### src/rtl/ahb_apb_bridge_core.sv
// AHB-to-APB2 bridge: converts single AHB transfers into APB SETUP/ENABLE accesses
// across NUM_SLV address-decoded slaves, with AHB wait states and OKAY/ERROR responses.
module ahb_apb_bridge_core #(
  parameter int unsigned        ADDR_W       = 32,
  parameter int unsigned        DATA_W       = 32,
  parameter int unsigned        NUM_SLV      = 3,
  parameter logic [ADDR_W-1:0]  BASE_ADDR    = 32'h8000_0000,
  parameter int unsigned        REGION_SHIFT = 26
) (
  input  logic               hclk,
  input  logic               hresetn,
  input  logic [1:0]         htrans,
  input  logic               hwrite,
  input  logic               hreadyin,
  input  logic [ADDR_W-1:0]  haddr,
  input  logic [2:0]         hburst,
  input  logic [DATA_W-1:0]  hwdata,
  input  logic [2:0]         hsize,
  output logic               hreadyout,
  output logic [1:0]         hresp,
  output logic [DATA_W-1:0]  hrdata,
  output logic [ADDR_W-1:0]  paddr,
  output logic [DATA_W-1:0]  pwdata,
  output logic               pwrite,
  output logic [NUM_SLV-1:0] pselx,
  output logic               penable,
  input  logic [DATA_W-1:0]  prdata
);

  localparam int unsigned     IDX_W      = (NUM_SLV > 1) ? $clog2(NUM_SLV) : 1;
  localparam logic [ADDR_W:0] REGION_END = (ADDR_W+1)'(NUM_SLV) << REGION_SHIFT;

  typedef enum logic [3:0] {
    S_IDLE, S_W_WAIT, S_W_SETUP, S_W_ENABLE,
    S_R_SETUP, S_R_ENABLE, S_R_DONE, S_ERR1, S_ERR2
  } state_t;

  state_t            state, state_nxt;
  logic [IDX_W-1:0]  idx_q, idx_nxt, dec_idx;
  logic [ADDR_W-1:0] offset;
  logic              valid, mapped, take;

  // Burst and size are deliberately ignored: every beat is a full-word single access.
  logic unused_inputs;
  assign unused_inputs = ^{hburst, hsize, htrans[0]};

  // Address decode of the address-phase inputs.
  assign valid   = hreadyin & htrans[1];
  assign offset  = haddr - BASE_ADDR;
  assign mapped  = (haddr >= BASE_ADDR) && ({1'b0, offset} < REGION_END);
  assign dec_idx = IDX_W'(offset >> REGION_SHIFT);

  // Next-state logic; states not listed are the hreadyout=1 accept states.
  always_comb begin
    state_nxt = state;
    idx_nxt   = idx_q;
    take      = 1'b0;
    case (state)
      S_W_WAIT:   state_nxt = S_W_SETUP;
      S_W_SETUP:  state_nxt = S_W_ENABLE;
      S_R_SETUP:  state_nxt = S_R_ENABLE;
      S_R_ENABLE: state_nxt = S_R_DONE;
      S_ERR1:     state_nxt = S_ERR2;
      default: begin
        if (valid) begin
          take    = 1'b1;
          idx_nxt = dec_idx;
          if (!mapped)     state_nxt = S_ERR1;
          else if (hwrite) state_nxt = S_W_WAIT;
          else             state_nxt = S_R_SETUP;
        end else begin
          state_nxt = S_IDLE;
        end
      end
    endcase
  end

  // State, latched transfer attributes and outputs decoded from the next state.
  always_ff @(posedge hclk or negedge hresetn) begin
    if (!hresetn) begin
      state     <= S_IDLE;
      idx_q     <= '0;
      hreadyout <= 1'b1;
      hresp     <= 2'b00;
      hrdata    <= '0;
      paddr     <= '0;
      pwdata    <= '0;
      pwrite    <= 1'b0;
      pselx     <= '0;
      penable   <= 1'b0;
    end else begin
      state <= state_nxt;
      idx_q <= idx_nxt;
      if (take) begin
        paddr  <= haddr;
        pwrite <= hwrite;
      end
      if (state == S_W_WAIT)   pwdata <= hwdata;
      if (state == S_R_ENABLE) hrdata <= prdata;
      hreadyout <= state_nxt inside {S_IDLE, S_W_ENABLE, S_R_DONE, S_ERR2};
      hresp     <= (state_nxt inside {S_ERR1, S_ERR2}) ? 2'b01 : 2'b00;
      penable   <= state_nxt inside {S_W_ENABLE, S_R_ENABLE};
      pselx     <= (state_nxt inside {S_W_SETUP, S_W_ENABLE, S_R_SETUP, S_R_ENABLE})
                   ? (NUM_SLV'(1) << idx_nxt) : '0;
    end
  end

endmodule
### config.mk
export PLATFORM = sky130hd
export DESIGN_NAME = ahb_apb_bridge_core
export DESIGN_NICKNAME = d
export VERILOG_FILES = /design/src/rtl/ahb_apb_bridge_core.sv
export SDC_FILE = /design/constraint.sdc
export NUM_CORES = 1
export LEC_CHECK = 0
export ABC_AREA = 1
export ABC_CLOCK_PERIOD_IN_PS = 1300
export CAP_MARGIN = 20
export CELL_PAD_IN_SITES_DETAIL_PLACEMENT = 0
export CELL_PAD_IN_SITES_GLOBAL_PLACEMENT = 1
export CORE_MARGIN = 2
export CORE_UTILIZATION = 39
export DETAILED_ROUTE_END_ITERATION = 6
export DONT_BUFFER_PORTS = 1
export PLACE_DENSITY_LB_ADDON = 0.1
export SETUP_SLACK_MARGIN = 0.4
export SYNTH_ARGS = -nofsm -noshare
export SYNTH_HDL_FRONTEND = slang
export SYNTH_SLANG_ARGS = --single-unit
export TNS_END_PERCENT = 20
### constraint.sdc
create_clock -name hclk -period 1.3 [get_ports hclk]
set_input_delay 0.065 -clock hclk [delete_from_list [all_inputs] [get_ports hclk]]
set_output_delay 0.065 -clock hclk [all_outputs]
set_load 0.01 [all_outputs]
# After elaboration in Yosys (flattened, before gate mapping)
# Cells that the tools add are included.
# op_classes
n_bitwise,1
mux,10
order_cmp,2
n_eq_ne,12
n_shift,1
n_addsub,1
reduce_logical,7
# ops
operator,n
"greater-or-equal comparator 32 bit, second input constant",1
"less-than comparator 32 x 28 -> 1 bit, second input constant",1
"subtractor 32 bit, second input constant",1
"equality test 4 x 3 -> 1 bit, second input constant",7
one-hot mux 4 bit (5 select lines),1
"equality test 4 x 2 -> 1 bit, second input constant",3
two-way mux 3 bit,3
nonzero test 4 bit,2
OR reduction 5 bit,1
"equality test 4 x 1 -> 1 bit, second input constant",1
"equality test 4 bit, second input constant",1
logical NOT 4 bit,1
two-way mux 2 bit,2
two-way mux 4 bit,1
nonzero test 2 bit,2
two-way mux 1 bit,3
"left shift 1 x 2 -> 3 bit, first input constant",1
AND 1 bit,1
logical AND 1 bit,1
# totals
elab_cells,44
ff_bits,109

# Logic depth before layout (Yosys ltp)
# logic_depth
depth_word,9
depth_mapped,10
ltp_nobuf,10

# Worst setup path before layout
# No wires, ideal clock.
# synth_timing
path_type,flip-flop to flip-flop
start,register state[0]
end,register paddr[10]
stages_incl_launch_ff,10
setup_time_ns,0.117
t_arrival_ns,1.207
period_less_slack_ns,1.324
required_ns,1.183
path_slack_ns,-0.024
n_path_buf,1
path_cell_list,dfrtp_1 -> inv_2 -> nor2_1 -> nand2_2 -> nand3_2 -> nor2_4 -> inv_2 -> buf_2 -> nand2_1 -> nand2_1
# synth_via
elab_chain_len,3
word_cells_on_any_way,7
cone_classes,eq/ne: 5; mux: 1; reduce/logical: 1
# synth_lines
item,line_no,source
start: declaration,38,"state_t state, state_nxt;"
start signal: assignment,92,state <= state_nxt;
equality test 4 x 1 -> 1 bit (tied with other cells),58,case (state)
OR reduction 5 bit (no source line) *,--,
two-way mux 1 bit *,58,
end signal: assignment,95,paddr <= haddr;
end: declaration,22,"output logic [ADDR_W-1:0] paddr,"
# Mark *: on every way between the ends. The rest lies on a longest branch, timed or not.
# A chain may end at the register's enable or synchronous reset.

# Worst setup path in the final report
# layout_timing
start,register state[0]
end,register pselx[2]
# layout_via
elab_chain_len,5
word_cells_on_any_way,15
cone_classes,eq/ne: 9; shift: 1; mux: 3; reduce/logical: 2
# layout_lines
item,line_no,source
equality test 4 x 3 -> 1 bit (tied with other cells),58,
one-hot mux 4 bit (5 select lines) *,58,
via state_nxt[2],38,
equality test 4 x 2 -> 1 bit or equality test 4 x 3 -> 1 bit (tied branches),103,"pselx <= (state_nxt inside {S_W_SETUP, S_W_ENABLE, S_R_SETUP, S_R_ENABLE})"
nonzero test 4 bit *,103,
two-way mux 3 bit *,104,? (NUM_SLV'(1) << idx_nxt) : '0;
end signal: assignment,103,
end: declaration,25,"output logic [NUM_SLV-1:0] pselx,"
# Mark *: on every way through the listed nets, which the timed path passes. The rest lies on a longest branch.

==> impl_metrics.yaml <==
synth:
  synth_warnings: 0
  syn-num-nets: 603
  synth_top_flop_cell: "dfrtp_1"
  yosysTopAreaCell: "dfrtp_1"
  postSynthCellCount: 495
  ys_seq_elements: 109
  synth_cell_types: 20
  avgSynthCellArea_um2: 8.57
  synth_enable_flop_cells: 0
  synth_top_cell_area_share_pct: 63.7
  synth_common_cells: "319 x nand2_1, 108 x dfrtp_1, 14 x nor2_1"
  netlist_area_mm2: 0.00424
  yosysSeqAreaShare_pct: 64.3
  async_flop_share_pct: 100
  yosys-top-cells-area: "dfrtp_1 64%, nand2_1 28%, buf_2 1.4%"
  synth.most_common_cell: "nand2_1"
global_route:
  track_usage_pct: 18.7
  grt_pass1_vias: 3546
  grt_max_degree: 110
  antenna_found_initial: 0
  grt_pass1_wl_um: 17000
  overflow: 0
critical_path:
  crit_top_cell: "nand2_2"
  cp_max_fo: 3
  cp-start-kind: "flip-flop"
  critPathCaptureType: "flip-flop"
  slowest_stage: "dfrtp_1"
  slowest_delay_ns: 0.41
  cp.arrival_ns: 1.71
  critical_path_class: "reg2reg"
  required_ns: 1.60
  cp_cell_sequence: "inv_2 -> nand2_2 -> a21oi_1 -> nand3_2 -> nand2_2 -> nand2_2 -> a21oi_2"
route:
  wl_um: 10700
  wl_per_cell_um: 14.3
  viasPerCell: 4.62
  drtIter0Drc: 158
  vias: 3463
  drc: 0
  dr.pass1.iters: 4
  antenna_left: 0
pwr:
  p_sw_mw: 5.48
  comb_power_share_pct: 31.8
  switching_share_pct: 41.3
  p_seq_share_pct: 52.8
  power.internal_mw: 7.78
  power.density_mw_per_mm2: 2270
  ir_worst_vdd_mv: 0.943
  p_total_mw: 13.3
  pwr-share-clk_pct: 15.4
  leakage_nw: 3.01
final_layout:
  multi_input_area_mm2: 0.00150
  regArea_mm2: 0.00273
  n_antenna_cell: 0
  areaGrowthSynthToFinish_pct: 37.8
  nets: 714
  fillers: 985
  final_cell_area_mm2: 0.00585
  drive_above_1_share_pct: 14.1
  fin_cells: 750
placement:
  place_inst: 638
  dpl.hpwl_um: 6600
  io_buffers: 0
  dp_slack_ns: -0.155
  place.gp.congestion: 0.765
  placedInstanceArea_mm2: 0.00455
sta:
  whs_ns: -0.622
  finalMaxSlewViolations: 0
  finalSetupViolCount: 38
  hold_viol: 109
  finClkSkew_ns: 0.00891
  setup_slack_ns: -0.105
  fin_crit_sh_pct: 108
  fin_crit_ns: 1.40
  max_freq_mhz: 712
  rsz0062_at_grt: "yes"
clock_tree:
  cts_max_level: 3
  cts_root_buf: "clkbuf_8"
  clkLatencyLatePin_ns: 0.37
  clockBufferDepth: 2
  cts.clk_slew.worst_paths_ns: 0.10
  cts_hold_buf: 97
  cts_inserted_buffers: 9
  cts_tree: "yes"
  clock-sinks: 109
status:
  violations: "negative hold slack, negative setup slack"
  status: "complete, but fails checks"
die:
  row_count: 38
  coreArea_mm2: 0.0107
  die_w_um: 108
  start_util_pct: 39.5
  pin_count: 212
  die_h_um: 108
  dieArea_mm2: 0.0117
min_path:
  hold_path.class: "in2async"
flow_run:
  cap_violations: 0
-- worst max-delay path, delay by kind of cell (launching register included) --
| family | cells | cell delay, ns |
|---|---|---|
| AOI/OAI and AO/OA | 2 | 0.43 |
| buffers and inverters | 1 | 0.09 |
| and+or+nand+nor | 4 | 0.40 |
| DFF | 1 | 0.41 |
-- logic make-up after synthesis --
kind of cell           count (synthesis)  share of synthesized area (%)
AO/OA/AOI/OAI                          6                          0.708
buffers and inverters                 32                           3.27
flip-flops                           109                           64.3
other                                  1                         0.0884
AND/OR/NAND/NOR                      347                           31.6
-- sequential cells by signal (all words and copies together) (netlist names) --
name,flops
hrdata,32
paddr,32
pwdata,32
state,4
pselx,3
idx_q,2
hreadyout,1
hresp,1
penable,1
pwrite,1
-- per-layer routing --
metal / wire [um] / global-route usage (%) / vias up
met2: 5060 / 29.8 / 142
met4: 241 / 9.52 / 0
li1: - / - / 1702
met1: 4480 / 23.0 / 1604
met3: 932 / 5.79 / 15
met5: 0 / 0 / -
-- final cells by class --
type / count / share of cell area [%]
sequential: 109 / 46.7
clock buffer: 15 / 3.36
inverter: 13 / 0.877
tap: 140 / 3.00
timing repair buffer: 119 / 20.4
multi-input combinational: 354 / 25.6
-- metrics by stage --
stage | TNS, ns | util, %
2_1_floorplan | 0 | -
3_3_place_gp | -7.24 | 42.3
3_5_place_dp | -7.03 | 42.3
4_1_cts | -2.04 | 53.8
5_1_grt | -10.54 | 54.4
6_report | -3.06 | 54.4
-- what timing repair did --
action                     in CTS  in global routing
pin swaps                       8                  3
setup endpoints to repair     183                186
gates resized for setup        20                 23
hold endpoints to repair      210                109
buffers inserted                0                  0
-- power by group through the flow --
| stage | sequential (mW) | clock (mW) | combinational, mW |
|---|---|---|---|
| after detailed placement | 6.99 | 0 | 3.66 |
| after global placement | 7.01 | 0 | 3.49 |
| after CTS | 6.97 | 2.15 | 4.06 |
| final | 7.00 | 2.04 | 4.22 |
| after global routing | 7.21 | 2.26 | 4.90 |
| after floorplan | 6.62 | 0 | 2.70 |
-- path summary, 6_finish.rpt --
| check | startpoint | endpoint | slack [ns] | cells past startpoint |
|---|---|---|---|---|
| setup / recovery | state[0] | pselx[2] | -0.10 | 7 |
| hold / removal | hresetn | paddr[1] | -0.62 | 0 |
| setup reg to reg | state[0] | pselx[2] | -0.10 | 7 |
| hold reg to reg | paddr[17] | paddr[17] | 0.55 | 2 |
| max in group asynchronous | hresetn | hreadyout | 1.71 | 0 |
| min in group hclk | haddr[30] | state[2] | 0.03 | 4 |
-- cells in the final DEF, fill, tap and decap left out, types with 2 or more instances in the layout --
cell / synthesis / layout
nor2_2: 1 / 3
a21oi_2: 0 / 3
nand3_1: 7 / 4
buf_4: 1 / 16
inv_1: 5 / 5
buf_6: 0 / 2
inv_2: 8 / 7
buf_12: 0 / 4
clkbuf_8: 0 / 14
nor2_4: 2 / 6
dfrtp_2: 0 / 2
nand2_1: 319 / 297
dfrtp_1: 108 / 106
dlygate4sd3_1: 0 / 97
nand3_2: 1 / 3
nand2_2: 1 / 23
nor2_1: 14 / 8
Note: power is estimated with default switching activity, not from simulation.
